<file path="config.mk">
export PLATFORM = sky130hd
export DESIGN_NAME = uart_tx_shifter
export DESIGN_NICKNAME = d
export VERILOG_FILES = /design/src/rtl/uart_tx_shifter.sv
export SDC_FILE = /design/constraint.sdc
export NUM_CORES = 1
export LEC_CHECK = 0
export CORE_ASPECT_RATIO = 0.5
export CORE_UTILIZATION = 61
export DETAILED_ROUTE_END_ITERATION = 6
export PLACE_DENSITY = 0.87
export SYNTH_ARGS = -nofsm -noshare
export SYNTH_HDL_FRONTEND = slang
export SYNTH_SLANG_ARGS = --single-unit
</file>
<file path="constraint.sdc">
create_clock -name clk -period 9.2 [get_ports clk]
set_input_delay 0.92 -clock clk [delete_from_list [all_inputs] [get_ports clk]]
set_output_delay 0.92 -clock clk [all_outputs]
set_load 0.01 [all_outputs]
</file>
<file path="src/rtl/uart_tx_shifter.sv">
//----------------------------------------------------------------------------
// Module  : uart_tx_shifter
// Brief   : UART transmit shifter. It sends a start bit, 8 data bits LSB
//           first and a stop bit, plus an even-parity bit when
//           UART_TX_PARITY_EN is defined.
// Revision: 1.0 - initial release
//----------------------------------------------------------------------------
`default_nettype none

module uart_tx_shifter #(
  parameter int DIV_WIDTH = 16
) (
  input  logic                 clk,
  input  logic                 rst,
  input  logic                 load,
  input  logic [7:0]           data_in,
  input  logic [DIV_WIDTH-1:0] baud_div,
  output logic                 tx,
  output logic                 busy,
  output logic                 done
);

`ifdef UART_TX_PARITY_EN
  typedef enum logic [2:0] {
    IDLE   = 3'd0,
    START  = 3'd1,
    DATA   = 3'd2,
    PARITY = 3'd3,
    STOP   = 3'd4
  } state_t;
`else
  typedef enum logic [2:0] {
    IDLE  = 3'd0,
    START = 3'd1,
    DATA  = 3'd2,
    STOP  = 3'd4
  } state_t;
`endif

  state_t               r_state;
  logic [7:0]           r_shift;
  logic [2:0]           r_bit;
  logic [DIV_WIDTH-1:0] r_div;
  logic [DIV_WIDTH-1:0] r_cnt;
`ifdef UART_TX_PARITY_EN
  logic                 r_parity;
`endif
  logic                 w_bit_end;

  // r_div is never zero, so the subtraction cannot wrap
  assign w_bit_end = (r_cnt == (r_div - DIV_WIDTH'(1)));

  always_ff @(posedge clk) begin
    if (rst) begin
      r_state  <= IDLE;
      r_shift  <= 8'd0;
      r_bit    <= 3'd0;
      r_div    <= DIV_WIDTH'(1);
      r_cnt    <= '0;
`ifdef UART_TX_PARITY_EN
      r_parity <= 1'b0;
`endif
      tx       <= 1'b1;
      busy     <= 1'b0;
      done     <= 1'b0;
    end else begin
      done <= 1'b0;
      if (r_state == IDLE) begin
        tx   <= 1'b1;
        busy <= 1'b0;
        if (load) begin
          r_state  <= START;
          r_shift  <= data_in;
          r_div    <= (baud_div == '0) ? DIV_WIDTH'(1) : baud_div;
          r_cnt    <= '0;
          r_bit    <= 3'd0;
`ifdef UART_TX_PARITY_EN
          r_parity <= ^data_in;
`endif
          tx       <= 1'b0;
          busy     <= 1'b1;
        end
      end else if (!w_bit_end) begin
        r_cnt <= r_cnt + DIV_WIDTH'(1);
      end else begin
        r_cnt <= '0;
        case (r_state)
          START: begin
            r_state <= DATA;
            tx      <= r_shift[0];
          end
          DATA: begin
            if (r_bit == 3'd7) begin
`ifdef UART_TX_PARITY_EN
              r_state <= PARITY;
              tx      <= r_parity;
`else
              r_state <= STOP;
              tx      <= 1'b1;
`endif
            end else begin
              r_bit   <= r_bit + 3'd1;
              r_shift <= r_shift >> 1;
              tx      <= r_shift[1];
            end
          end
`ifdef UART_TX_PARITY_EN
          PARITY: begin
            r_state <= STOP;
            tx      <= 1'b1;
          end
`endif
          STOP: begin
            r_state <= IDLE;
            tx      <= 1'b1;
            busy    <= 1'b0;
            done    <= 1'b1;
          end
          default: begin
            r_state <= IDLE;
            tx      <= 1'b1;
            busy    <= 1'b0;
          end
        endcase
      end
    end
  end

endmodule

`default_nettype wire

</file>
Yosys cells after proc, flatten, opt, wreduce, memory -nomap -nowiden
Index checks and enable logic that the tools add are counted.

Add/sub/neg operators: 3. Muxes and demuxes: 29. Magnitude comparators: 0. Bitwise operators: 1. Equality and inequality tests: 9. Divide/modulo/power cells: 0. Shifts and indexed selects: 0. Multipliers: 0. Reduce and logical (&&, ||, !) cells: 10.

Operators by type and width (count): $mux W16 (4); $mux W8 (5); $mux W3 (9); $add A16 B1 Y16 const B (1); $eq A16 B16 Y1 (1); $logic_not A16 Y1 (1); $sub A16 B1 Y16 const B (1); $mux W1 (9); $eq A3 B3 Y1 const B (2); $pmux W3 S2 (1); $ne A2 B2 Y1 const B (2); $reduce_and A2 Y1 (2); $reduce_and A4 Y1 (1); $reduce_bool A2 Y1 (2); $add A3 B1 Y3 const B (1); $eq A3 B1 Y1 const B (1); $eq A3 B2 Y1 const B (1); $logic_not A3 Y1 (1); $ne A3 B3 Y1 const B (1); $reduce_and A3 Y1 (1); $reduce_or A3 Y1 (1); $ne A2 B1 Y1 const B (1); $pmux W1 S2 (1); $reduce_or A2 Y1 (1); $not A1 Y1 (1).

Memory bits (writable): 0. ROM bits: 0. Memories: 0. Bits in latches: 0. Register bits: 49. Word-level logic and storage cells: 60. Output and inout port bits: 3.

Longest topological paths before layout
Gate-level depths: netlist (run 1).

Depth after elaboration: 5. Gate-level depth with buffers: 11. Depth with buffers taken out: 9.

Worst setup path after synthesis (run 1)
Ideal clock, no wire load.

Path kind: register to register. Start: reg r_div[0]. End: reg r_bit[0]. Period minus slack after synthesis: 3.036 ns. Setup slack: 6.164 ns. Setup time: 0.070 ns. Arrival: 2.966 ns. Cell stages (with the launch flop): 11. Cell sequence: dfxtp_1 -> inv_1 -> ha_1 -> nor4b_1 -> o2111ai_1 -> a2111oi_0 -> nand4b_1 -> or4_1 -> buf_2 -> or4_1 -> a21oi_1.

Cells in the longest elaborated chain, start to end: 4.

RTL lines: start, declared (line 43) `logic [DIV_WIDTH-1:0] r_div;`; start signal, assigned (line 74) `r_div <= (baud_div == '0) ? DIV_WIDTH'(1) : baud_div;`; $sub A16 B1 Y16 (line 51) `assign w_bit_end = (r_cnt == (r_div - DIV_WIDTH'(1)));`; $eq A16 B16 Y1 (line 51); $reduce_bool A2 Y1 (no line); $reduce_and A4 Y1 (no line); end signal, assigned (line 102) `r_bit <= r_bit + 3'd1;`; end, declared (line 42) `logic [2:0] r_bit;`.

No other way between the ends. A chain may end at the register's enable or synchronous reset.

Worst setup path in the final report (run 1)
Start: reg r_div[0]. End: reg r_shift[0].

Cells in the longest elaborated chain, start to end: 4.

RTL lines: $sub A16 B1 Y16 (line 51); $eq A16 B16 Y1 (line 51); $reduce_bool A2 Y1 (no line); $reduce_and A4 Y1 (no line); end signal, assigned (line 73) `r_shift <= data_in;`; end signal, assigned (line 103) `r_shift <= r_shift >> 1;`; end, declared (line 41) `logic [7:0] r_shift;`.

No other way between the ends.

==> impl_summary.md, run 1 <==
Place
Summing all placed instances gives a cell area of 0.00310 mm^2. The pre-CTS setup slack is 5.24 ns. The quantity of I/O buffers inserted on ports is 29. The HPWL after detailed placement is 5400 um. The weighted congestion reported at the end of routability-driven placement is 0.894. The cell total after placement is 418.

Route
The detailed router used layers up to and including met4. Dividing the detail-routed via count by the number of cells gives 6.52. Wire segments on met3 add up to 456 um in the final route. The wire length after detailed routing is 7240 um. The routed layout has 2776 vias. For this block, the initial DRC count from the detailed router was 147.

After detailed routing, the average wire length per cell comes to 17.0 um. The count of nets left with antenna violations once routing finished came out at 0. In the routed design, unresolved DRC markers number 0. After detailed routing, the wire length on met1 is 3380 um. The number of detailed-route iterations in the first pass is 5. Wire segments on met2 add up to 3280 um in the final route.

Yosys
After synthesis, the share of flip-flops with an asynchronous set or reset is 0%. The share of synthesized cell area in and, or, nand and nor gates is 28.9%. Synthesis inferred 49 register bits. A synthesized cell averages 7.94 um^2.

Of the total synthesized cell area, the portion taken by XOR and XNOR cells is 5.61%. The cell taking the most area after synthesis is dfxtp_1. The register area share after synthesis is 34.9%. For this run, the leading register cell type out of synthesis is dfxtp_1.

The combinational family with the most area after synthesis is simple AND/OR/NAND/NOR gates. The compound-cell area share of the yosys netlist is 19.7%. Ranked by total cell area, the synthesized netlist is headed by dfxtp_1 35%, nand2_1 6.0%, a21oi_1 5.0%, mux2i_1 5.0%, a211oi_1 3.7%. The synthesized instance count is 354. Of the post-synthesis cell area, the dominant cell type holds 34.9%.

The multiplexer share of the synthesized area is 4.99%. Counting flops with a built-in enable in the synthesized netlist gives 0. Of the total synthesized cell area, the portion taken by full adders, half adders and majority gates is 1.78%.

The netlist uses 52 different library cells. During synthesis, Yosys emitted a total of 0 warnings. Summing every instance area after synthesis gives 0.00281 mm^2. Counting every net in the synthesized netlist gives 385.

Pwr
Across the VDD grid, the largest voltage drop is 0.0995 mV. The leakage power figure is 1.17 nW. Dividing total power by cell area gives a power density of 156 mW/mm^2.

Die
The number of cell rows is 17. The die span in x is 98.0 um. The floorplan step defined a die boundary enclosing 0.00490 mm^2. The core region is 0.00440 mm^2. The I/O pin total is 30.

From bottom edge to top edge, the die measures 50.0 um. For this configuration, the core starts out at a cell density of 63.8%.

Clock network
The number of clock sinks seen by CTS is 49. Buffers inserted to repair hold after CTS numbered 0. The clock tree from TritonCTS is built. The maximum number of buffers from clock root to sink is 2.

Gates resized during post-CTS repair numbered 0. Clock latency on the worst-skew pair, taken at its later pin, is 0.31 ns. TritonCTS created 5 clock buffers. After clock tree synthesis, the clock-pin slew on the worst setup and hold paths is 0.10 ns. The post-CTS setup buffer count is 0. The root buffer cell is clkbuf_8. The CTS H-tree depth is 2.

Flow run
The number of max-capacitance violations reported is 0.

Global routing
The number of antenna violations at the first check in global routing was 0. The first-pass GRT wire length is 12000 um. The total global routing track utilization is 31.3%. The overall overflow remaining after global route is 0. The via count of the first global-routing pass is 2486. Entering global routing, the biggest net connects 39 pins.

STA
The total count of max-transition violations in the final report was 0. Across the routed clock network, the largest skew measured is 0.0184 ns. For the pin with the worst max-slew slack, the measured transition is 1.07 ns. The count of endpoints failing setup in the final report is 0.

The clock period could shrink to 4.09 ns. Setup repair after global routing left no endpoint under its margin. The final critical path takes up 44.5% of the cycle.

The total negative setup slack is 0 ns. The achievable clock frequency is 244 MHz. The worst-case setup margin in the final layout is 5.11 ns.

The number of hold violations in the final report came to 0. Measured against its own limit, the worst slew margin works out to 28.0%.

Finish
Fill cells in the final layout number 342. The finished cells cover 0.00322 mm^2. The post-route netlist has 5.96% of its cells at a drive strength greater than 1.

The number of antenna diodes in the final layout is 0. The layout overhead on the synthesized area is 14.5%. The post-layout net count is 399. The number of non-filler instances in the completed layout is 426.

Critical path
The critical path data required time is 9.37 ns. The worst setup path category is flop to flop. The worst setup path is launched from a flop. In this run the worst path has a maximum fanout of 25.

For the worst flop-to-flop path, the logic depth is 9. At the worst endpoint, the arrival time is 4.26 ns. The worst setup path is captured at a flop.

Status
The flow ran to the end, and the final reports show no timing, DRC or antenna violations.

Min path
The cell depth of the worst hold path is 2. The type of the most critical hold path is flop to flop.
-- power breakdown --
part / switching [mW] / internal [mW] / leakage (nW) / total [mW]
clock network: 0.0769 / 0.0830 / 0.0591 / 0.160
logic: 0.0586 / 0.0448 / 0.714 / 0.103
registers: 0.0149 / 0.223 / 0.400 / 0.238
total: 0.150 / 0.351 / 1.17 / 0.501
-- cells by family (layout without fill, tap and decap cells) --
logic type	Yosys count	count (layout)
AOI/OAI and AO/OA	82	82
and+or+nand+nor	157	157
buffers and inverters	30	45
xor gates and xnor gates	18	18
DFF	49	49
muxes	14	14
adders and majority gates	4	4
-- final cells by class --
cell class / instances / area (um^2) / area share [%]
clock inverters: 3 / 47.5 / 1.48
multi-input cells: 275 / 1720 / 53.4
flip-flops and latches: 49 / 981 / 30.5
inverters: 5 / 18.8 / 0.583
well taps: 57 / 71.3 / 2.22
clock buffers: 5 / 68.8 / 2.14
repair buffers: 32 / 313 / 9.72
-- cells in the final DEF (no fill, tap or decap), drive strengths merged, types with 4 or more instances in the layout --
master and instances:
inv 7, o211ai 6, nor4 11, xnor2 9
or4 7, nand2 45, mux2i 14, or2 4
clkbuf 5, and2 5, xor2 9, nor2 24
a211oi 15, a21oi 28, nand4 6, nand3 15
dfxtp 49, clkdlybuf4s50 29, or3 5, a31oi 9
o21ai 5, ha 4, a221o 4, nor3 18
-- cell usage after synthesis (all sizes together) (2+ instances only) --
cell type,instances
dfxtp,49
nand2,45
a21oi,28
nor2,24
clkbuf,21
nor3,18
a211oi,15
nand3,15
mux2i,14
nor4,11
a31oi,9
xnor2,9
xor2,9
or4,7
nand4,6
o211ai,6
and2,5
inv,5
o21ai,5
or3,5
a221o,4
buf,4
ha,4
or2,4
and3,3
nand2b,3
nor2b,3
a22o,2
a311o,2
nor3b,2
or4b,2
-- worst max-delay path, stage by stage, from the launching register on --
cell,delay [ns]
dfxtp_1,0.36
inv_1,0.07
ha_1,0.23
nor4b_1,0.60
o2111ai_1,0.21
a2111oi_0,0.56
nand4b_1,0.23
or4_1,0.96
o21ai_1,0.56
a211oi_1,0.17
-- sequential cells by signal, summed over array words and instances, names as in the netlist --
signal   flops
tx           1
r_shift      8
done         1
r_div       16
r_bit        3
r_state      3
busy         1
r_cnt       16
-- layer usage --
| layer | vias to the layer above | GRT usage (%) |
|---|---|---|
| met2 | 100 | 50.7 |
| met5 | - | 0 |
| met1 | 1323 | 41.7 |
| li1 | 1339 | - |
| met4 | 0 | 9.85 |
| met3 | 14 | 6.95 |
-- worst paths after layout --
kind	slack, ns	from	end
worst min-delay path	0.50	r_div[15]	r_div[15]
worst max-delay path	5.11	r_div[0]	r_shift[0]
worst max register to register	5.11	r_div[0]	r_shift[0]
worst min register to register	0.50	r_div[15]	r_div[15]
-- per-stage QoR --
stage	power [mW]	util [%]	hold slack (ns)
floorplan	0.309	-	0.450
global placement	0.339	70.4	0.483
detailed placement	0.344	70.4	0.490
CTS	0.500	73.1	0.504
global route	0.521	73.1	0.525
finish	0.501	73.1	0.500
(Power assumes the default switching activity.)
==> run 2: changes to the inputs <==
--- a/config.mk
+++ b/config.mk
@@ -6,9 +6,9 @@
 export NUM_CORES = 1
 export LEC_CHECK = 0
 export CORE_ASPECT_RATIO = 0.5
-export CORE_UTILIZATION = 61
+export CORE_UTILIZATION = 56
 export DETAILED_ROUTE_END_ITERATION = 6
-export PLACE_DENSITY = 0.87
+export PLACE_DENSITY = 0.81
 export SYNTH_ARGS = -nofsm -noshare
 export SYNTH_HDL_FRONTEND = slang
 export SYNTH_SLANG_ARGS = --single-unit
==> constraint.sdc (replaced) <==
create_clock -name clk -period 4.2 [get_ports clk]
set_input_delay 0.42 -clock clk [delete_from_list [all_inputs] [get_ports clk]]
set_output_delay 0.42 -clock clk [all_outputs]
set_load 0.01 [all_outputs]
==> run 2 against run 1 <==
Global-route usage shrank 3.0 points. Die area grew 8.6%. Count of clock-buffer cells in the layout is the same. Clock skew shrank 0.012 ns. Critical path type unchanged.
==> impl_summary.md, run 2 (synthesized netlist as in run 1, its figures left out) <==
Die
The initial core utilization is 61.2% (-2.7 points). The total die area is 0.00532 mm^2 (+8.6%). The number of cell rows is 17 (unchanged).

The die outline height was 52.1 um (+4.2%). The core area was 0.00459 mm^2 (+4.3%). The I/O pin total is 30 (unchanged). The die span in x came to 102 um (+4.3%).

Clock network
The number of hold buffers added after CTS was 0 (unchanged). The root buffer cell is clkbuf_8. The clock tree from TritonCTS is built. The CTS H-tree depth was 2 (unchanged). The clock transition at the registers of the reported paths came to 0.10 ns (about the same). The count of cells resized by post-cts repair was 0 (unchanged). The post-CTS setup buffer count is 0 (unchanged). The maximum number of buffers from clock root to sink is 2 (unchanged). The insertion delay of the later-clocked pin in the worst-skew pair is 0.31 ns (about the same). The number of buffers created by CTS is 5 (unchanged). The number of clock sinks seen by CTS is 49 (unchanged).

Route
The first-iteration detailed-routing DRC count is 153 (+4.1%). The wire length after detailed routing is 7070 um (-2.3%). The via count is 2704 (-2.6%).

The DRC violation count after routing came to 0 (unchanged). The number of detailed-route iterations in the first pass is 6 (+1). The via density per instance came to 6.16 (-5.5%). The average wire length per cell after detail routing is 16.1 um (-5.2%). The count of antenna-violating nets left after detailed routing is 0 (unchanged).

STA
The total negative setup slack is 0 ns (unchanged). The share of the cycle needed by the critical path after routing is 88.4% (+44 points). The count of endpoints failing setup in the final report was 0 (unchanged). The relative slew slack is 36.4% (+8.4 points).

Setup repair after global routing left no endpoint under its margin. The achievable clock frequency is 269 MHz (+10%). The transition time of the tightest slew-check pin was 0.954 ns (-0.120 ns). The worst slack on hold paths is 0.481 ns (-0.0194 ns).

The number of hold violations in the final report is 0 (unchanged). The clock skew is 0.00624 ns (-0.0122 ns). The final critical path time including I/O delays and setup is 3.71 ns (-0.380 ns). The total count of max-transition violations in the final report is 0 (unchanged).

Finish
The largest registers in the layout are r_cnt x16, r_div x16, r_shift x8. In the layout the commonest cells are 49 x dfxtp_1, 45 x nand2_1, 29 x clkdlybuf4s50_1. The fraction of final layout cells sized beyond drive strength 1 was 6.97% (+1.0 points). The post-layout net count is 403 (+1.0%).

The library cell used most frequently in the layout, excluding fill and tap cells, is dfxtp_1. The layout overhead on the synthesized area is 16.7%. The antenna diode count is 0 (unchanged).

Critical path
STA classifies the critical path endpoint as a flop. The critical path data required time was 4.38 ns (-4.99 ns). The sort of element at the start of the critical path is a flop.

Walking the worst path, the cells encountered are inv_1 -> ha_1 -> nor4b_1 -> o2111ai_1 -> a2111oi_0 -> nand4b_1 -> or4_1 -> o21ai_1 -> a211oi_1. The largest fanout on the critical path is 13 (-48%). The library cell contributing the largest single delay on the critical path is or4_1. The worst setup path category is flop to flop. The arrival time of the worst setup path is 3.89 ns (-0.37 ns). The biggest cell delay along the critical path is 0.78 ns (-0.18 ns).

Place
The HPWL after detailed placement was 5230 um (-3.1%). The weighted congestion reported at the end of routability-driven placement is 0.890 (-0.45%). The quantity of I/O buffers inserted on ports is 29 (unchanged).

Global routing
The overall overflow remaining after global route is 0 (unchanged). The number of antenna violations at the first check in global routing is 0 (unchanged). The via count of the first global-routing pass was 2356 (-5.2%). The largest net degree at the start of global routing is 39 (unchanged). The first-pass GRT wire length is 11300 um (-5.6%). The total global routing track utilization was 28.3% (-3.0 points).

Pwr
The peak supply drop is 0.184 mV (+85%). The total power consumption of the routed design is 1.16 mW (+130%). The leakage power figure is 1.20 nW (+2.4%).

The power density over cell area is 353 mW/mm^2 (+130%).

Status
The flow ran to the end, and the final reports show no timing, DRC or antenna violations.

Flow run
The number of max-capacitance violations reported is 0 (unchanged).

Min path
In this run the worst hold path is classified as flop to flop.
==> run 2: cell count changes in the layout (fill, tap and decap cells not counted), sizes merged <==
cell,before,now
inv,7,6
buf,3,7
bufinv,1,2
==> run 2: cell type report <==
| type | instances | area (um^2) |
|---|---|---|
| clock buffers | 5 | 68.8 |
| repair buffers | 36 | 343 |
| inverters | 5 | 18.8 |
| multi-input cells | 275 | 1720 |
| flip-flops and latches | 49 | 981 |
| fillers | 366 | 1310 |
| well taps | 66 | 82.6 |
| clock inverters | 3 | 68.8 |
==> run 2: final timing paths <==
| kind | start | slack [ns] | end | cells past startpoint |
|---|---|---|---|---|
| worst min register to register | r_div[15] | 0.48 | r_div[15] | 2 |
| worst max-delay path | r_div[0] | 0.49 | r_shift[6] | 9 |
| worst min-delay path | r_div[15] | 0.48 | r_div[15] | 2 |
| worst max register to register | r_div[0] | 0.49 | r_shift[6] | 9 |
==> run 2: critical path: cells and delay by family, from the launching register on <==
kind                       cells  cell delay [ns]
adders and majority gates      1             0.23
AOI/OAI and AO/OA              4             1.31
buffers and inverters          1             0.07
DFF                            1             0.37
and+or+nand+nor                3             1.59
==> run 2: power by group <==
part           total [mW]  switching (mW)  internal [mW]
Clock               0.409           0.170          0.240
Sequential          0.518          0.0305          0.488
Combinational       0.232           0.129          0.103
==> run 2: through the flow <==
stage / setup slack [ns] / cells / instance area [um^2] / utilization (%)
after floorplan: 1.16 / 354 / 2810 / -
after global placement: 0.704 / 431 / 3140 / 68.4
after detailed placement: 0.600 / 431 / 3140 / 68.4
after CTS: 0.558 / 439 / 3280 / 71.4
after global routing: 0.193 / 439 / 3280 / 71.4
final: 0.489 / 439 / 3280 / 71.4
==> run 2: routing by layer <==
layer / global-route usage, % / up-vias / routed length, um
met4: 9.05 / 0 / 108
met3: 6.45 / 15 / 390
li1: - / 1344 / -
met2: 42.7 / 83 / 3010
met5: 0 / - / 0
met1: 39.9 / 1262 / 3560
==> run 3: changes to the inputs <==
--- a/config.mk
+++ b/config.mk
@@ -9,6 +9,7 @@
 export CORE_UTILIZATION = 56
 export DETAILED_ROUTE_END_ITERATION = 6
 export PLACE_DENSITY = 0.81
+export SLEW_MARGIN = 20
 export SYNTH_ARGS = -nofsm -noshare
 export SYNTH_HDL_FRONTEND = slang
 export SYNTH_SLANG_ARGS = --single-unit
==> results of run 3 <==
The final DEF is identical to that of run 2; final timing and power are the same.
